File: config.mk
export PLATFORM = sky130hd
export DESIGN_NAME = lcd_scan_alarm_driver
export DESIGN_NICKNAME = d
export VERILOG_FILES = /design/src/rtl/lcd_scan_alarm_driver.sv
export SDC_FILE = /design/constraint.sdc
export NUM_CORES = 1
export LEC_CHECK = 0
export ABC_AREA = 1
export ABC_CLOCK_PERIOD_IN_PS = 1660
export CORE_ASPECT_RATIO = 0.7
export CORE_MARGIN = 5
export CORE_UTILIZATION = 47
export DETAILED_ROUTE_END_ITERATION = 12
export GPL_TIMING_DRIVEN = 1
export PLACE_DENSITY = 0.86
export SYNTH_ARGS = -nofsm -noshare
export SYNTH_HDL_FRONTEND = slang
export SYNTH_SLANG_ARGS = --single-unit
File: constraint.sdc
create_clock -name clk -period 1.66 [get_ports clk]
set_clock_uncertainty 0.05 [all_clocks]
set_input_delay 0.332 -clock clk [delete_from_list [all_inputs] [get_ports clk]]
set_output_delay 0.332 -clock clk [all_outputs]
set_load 0.01 [all_outputs]
File: src/rtl/lcd_scan_alarm_driver.sv
// lcd_scan_alarm_driver: multiplexed BCD display scanner with alarm ring/blink control
//   clk          - rising-edge clock
//   reset        - asynchronous active-low reset
//   current_time - current time, BCD, digit 0 in the low nibble
//   alarm_time   - stored alarm time, BCD
//   key_time     - keypad entry buffer, BCD
//   show_a       - display alarm_time (highest priority)
//   show_key     - display key_time
//   alarm_en     - alarm armed
//   alarm_stop   - level request to stop ringing
//   digit_sel    - registered one-hot digit strobe
//   seg_data     - registered ASCII code of the active digit (blank while blinking)
//   sound_a      - registered alarm sounder
module lcd_scan_alarm_driver #(
    parameter int DIGITS       = 4,
    parameter int SCAN_DIV     = 1000,
    parameter int BLINK_DIV    = 25000,
    parameter int ALARM_CYCLES = 500000
) (
    input  logic                clk,
    input  logic                reset,
    input  logic [4*DIGITS-1:0] current_time,
    input  logic [4*DIGITS-1:0] alarm_time,
    input  logic [4*DIGITS-1:0] key_time,
    input  logic                show_a,
    input  logic                show_key,
    input  logic                alarm_en,
    input  logic                alarm_stop,
    output logic [DIGITS-1:0]   digit_sel,
    output logic [7:0]          seg_data,
    output logic                sound_a
);
    localparam int PW = $clog2(SCAN_DIV);
    localparam int IW = DIGITS > 1 ? $clog2(DIGITS) : 1;
    localparam int BW = $clog2(BLINK_DIV);
    localparam int RW = ALARM_CYCLES > 1 ? $clog2(ALARM_CYCLES) : 1;
    localparam logic [0:0] IDLE    = 1'b0;
    localparam logic [0:0] RINGING = 1'b1;

    logic [PW-1:0]       presc, presc_n;
    logic [IW-1:0]       idx, idx_n;
    logic [BW-1:0]       blink_cnt, blink_n;
    logic [RW-1:0]       ring_cnt, ring_n;
    logic [0:0]          state, state_n;
    logic                phase, phase_n, match, match_d, rise, scan_tc, blink_tc, stay;
    logic [4*DIGITS-1:0] src;
    logic [3:0]          nib;
    logic [7:0]          seg_n;

    // Output registers are loaded from next-state values so digit_sel,
    // seg_data and sound_a always agree with the internal state.
    always_comb begin
        src      = show_a ? alarm_time : show_key ? key_time : current_time;
        scan_tc  = presc == PW'(SCAN_DIV - 1);
        presc_n  = scan_tc ? '0 : presc + 1'b1;
        idx_n    = !scan_tc ? idx : idx == IW'(DIGITS - 1) ? '0 : idx + 1'b1;
        nib      = src[{idx_n, 2'b00} +: 4];
        match    = alarm_en && (current_time == alarm_time);
        rise     = match && !match_d;
        state_n  = state == IDLE
                 ? ((rise && !alarm_stop) ? RINGING : IDLE)
                 : ((alarm_stop || !alarm_en || ring_cnt == RW'(ALARM_CYCLES - 1)) ? IDLE : RINGING);
        // Counters and phase restart on every entry into RINGING.
        stay     = state == RINGING && state_n == RINGING;
        ring_n   = stay ? ring_cnt + 1'b1 : '0;
        blink_tc = blink_cnt == BW'(BLINK_DIV - 1);
        blink_n  = (stay && !blink_tc) ? blink_cnt + 1'b1 : '0;
        phase_n  = stay && (phase ^ blink_tc);
        seg_n    = phase_n ? 8'h20 : nib > 4'd9 ? 8'h45 : 8'h30 + {4'h0, nib};
    end

    always_ff @(posedge clk or negedge reset) begin
        if (!reset) begin
            presc     <= '0;
            idx       <= '0;
            digit_sel <= DIGITS'(1);
            seg_data  <= 8'h20;
            state     <= IDLE;
            sound_a   <= 1'b0;
            ring_cnt  <= '0;
            blink_cnt <= '0;
            phase     <= 1'b0;
            match_d   <= 1'b1;
        end else begin
            presc     <= presc_n;
            idx       <= idx_n;
            digit_sel <= DIGITS'(1) << idx_n;
            seg_data  <= seg_n;
            state     <= state_n;
            sound_a   <= state_n == RINGING;
            ring_cnt  <= ring_n;
            blink_cnt <= blink_n;
            phase     <= phase_n;
            match_d   <= match;
        end
    end
endmodule

==> impl_metrics.yaml <==
status:
  status: "complete, but fails checks"
  violations: "negative setup slack"
cts:
  clk_pin_slew_worst_paths_ns: 0.07
  cts_root_buffer: "clkbuf_8"
  cts_tree: "built"
  clk_latency_ns: 0.33
  cts_buffer_depth: 2
  numCtsBuffers: 9
  h-tree-depth: 3
  cts_num_sinks: 60
setup_path:
  cpPeakStageDelay_ns: 0.36
  cp_top_family: "simple AND/OR/NAND/NOR gates"
  crit_fanout: 3
  start_kind: "register"
  end_kind: "register"
  path_class: "register to register"
  crit_top_cell: "nor2_4"
  crit_start: "ring_cnt[1]"
  cp.buffers_inverters: 0
  cpMaxStageDelayCell: "dfrtp_1"
  critical_path.cell_chain: "ha_2 -> nand2_2 -> nor2_4 -> nand3_4 -> nor2_4 -> nand3_4 -> nor2_4 -> nand3_4 -> nor2_4 -> nand2_1 -> nand2_1 -> nor2_1"
  rr_startpoint: "ring_cnt[1]"
  cp.required_ns: 1.84
  critical_path_arrival_ns: 2.10
grt:
  grt_first_pass_wirelength_mm: 16.6
  track_usage_pct: 22.6
  grt_overflow: 0
  grt_pass1_vias: 3661
  grt_max_degree: 53
  antenna_found_initial: 0
power:
  vdd.ir_drop.worst_mv: 0.525
  power.density_nw_per_um2: 581
  p_leak_nw: 2.56
final_layout:
  final_cell_mix: "nand2_1 (102), buf_4 (69), clkdlybuf4s50_1 (60), dfrtp_1 (57), inv_1 (48)"
  drive_gt1_share_pct: 32.4
  n_antenna_cell: 0
  fin_nets: 674
  area_delta_synth_final_pct: 59.8
  layout_commonest_cell: "nand2_1"
synth:
  synth-compound-area-share_pct: 10.2
  synthXorXnorAreaFrac_pct: 3.54
  synth_cell_type_count: 41
  synthSimpleGateAreaFrac_pct: 33.7
  synth_seq_area_share_pct: 43.5
  async_flop_share_pct: 100
  synth_mux_area_share_pct: 0
  syn_area_per_cell_um2: 7.51
  synth_fp_nets: 519
  synth_top_family_by_area: "simple AND/OR/NAND/NOR gates"
  ys_ff_latch: 60
  synth-warning-count: 0
  synthAdderAreaFrac_pct: 1.45
  synthCells: 461
  synth_edf_count: 0
  netlist_area_um2: 3460
  synth_ff_type: "dfrtp_1"
floorplanning:
  die_area_um2: 9210
  ios: 67
  fp-row-count: 26
  core_area_um2: 7220
  die_w_um: 113
  fp.dieH_um: 81.8
  initial_core_util_pct: 47.9
drt:
  drc_errors: 0
  detail-route-antenna-nets: 0
  wl_per_cell_um: 16.6
  drtIter0Drc: 246
  wl_mm: 11.9
  viasPerCell: 5.41
  vias: 3881
  dr.pass1.iters: 5
placed_design:
  hpwl_mm: 7.50
  port_buffers: 65
  routabilityCongestion: 0.939
timing:
  hold_violations: 0
  fin_setup_tns_ns: -3.74
  finalWorstSetupSlack_ns: -0.263
  max_freq_mhz: 520
  fin_hold_ws_ns: 0.343
  rsz0062_at_grt: "yes"
  slew_viol_final: 0
  setup_violations: 41
  fin_crit_ns: 1.92
  finalCritPeriodShare_pct: 116
run:
  max-cap-violations: 0
hold_path:
  hold_path_class: "primary input to asynchronous set/reset pin"
[state kept, by name, indices dropped and copies added (netlist names)]
| register | flops |
|---|---|
| phase | 1 |
| seg_data | 7 |
| blink_cnt | 15 |
| ring_cnt | 19 |
| match_d | 1 |
| presc | 10 |
| digit_sel | 4 |
| idx | 2 |
| sound_a | 1 |
[cells in the mapped netlist, types with 5 or more instances]
cell,instances,area (um^2)
a21oi_1,17,85.1
buf_2,7,35.0
dfrtp_1,57,1430
inv_1,50,188
inv_2,5,18.8
nand2_1,119,447
nand2_2,9,56.3
nand3_1,28,140
nand4_1,6,37.5
nor2_1,56,210
nor2_2,5,31.3
nor3_1,15,75.1
nor3b_1,6,45.0
o21ai_0,20,100
xor2_1,10,87.6
[final timing paths]
kind	end	slack, ns	depth (start not counted)
setup reg to reg	ring_cnt[18]	-0.26	12
min in group clk	ring_cnt[0]	0.50	2
hold / removal	presc[3]	0.34	2
setup / recovery	ring_cnt[18]	-0.26	12
max in group asynchronous	digit_sel[0]	0.62	3
hold reg to reg	ring_cnt[0]	0.50	2
[area by class of cell]
class                           count  area, um^2
Clock inverter                      2        35.0
Tap cell                           98         123
Sequential cell                    60        1510
Inverter                           56         214
Multi-Input combinational cell    335        2080
Fill cell                         460        1690
Clock buffer                       13         149
Timing Repair inverter              1        7.51
Timing Repair Buffer              153        1410
[power by group]
part           switching [mW]  internal (mW)  total, mW
Combinational           0.216          0.251      0.467
Sequential            0.00854           1.48       1.49
Clock                   0.528          0.725       1.25
Total                   0.752           2.46       3.21
[kinds of logic after synthesis]
kind of cell / after synthesis
adders and majority gates: 4
buffers and inverters: 66
other: 1
DFF: 60
xor gates and xnor gates: 14
and+or+nand+nor: 257
AOI/OAI and AO/OA: 59
[what timing repair did]
action | in CTS | in global routing
pin swaps | 4 | 37
cloned | 0 | 2
buffers inserted | 6 | 19
resized for setup | 23 | 94
hold endpoints to repair | 8 | 0
setup endpoints to repair | 22 | 37
hold buffers | 1 | 0
[per-stage QoR]
| stage | utilization, % | total power [mW] | cells | cell area (um^2) | setup WS [ns] |
|---|---|---|---|---|---|
| global placement | 65.3 | 1.95 | 678 | 4710 | -0.373 |
| finish | 76.6 | 3.21 | 718 | 5530 | -0.263 |
| floorplan | - | 1.67 | 461 | 3480 | -0.0482 |
| CTS | 69.6 | 3.21 | 700 | 5030 | -0.130 |
| global route | 76.6 | 3.34 | 718 | 5530 | -0.380 |
| detailed placement | 65.3 | 1.96 | 678 | 4710 | -0.426 |
[metal layers]
metal  up-vias  global-route usage (%)  share of wire [%]
met5         -                       0                  0
met2       166                    38.9                 52
met3        53                    7.14                7.1
met1      1864                    27.6                 38
li1       1798                       -                  -
met4         0                    6.84                3.3
No activity file was read; power rests on OpenSTA's default activity.
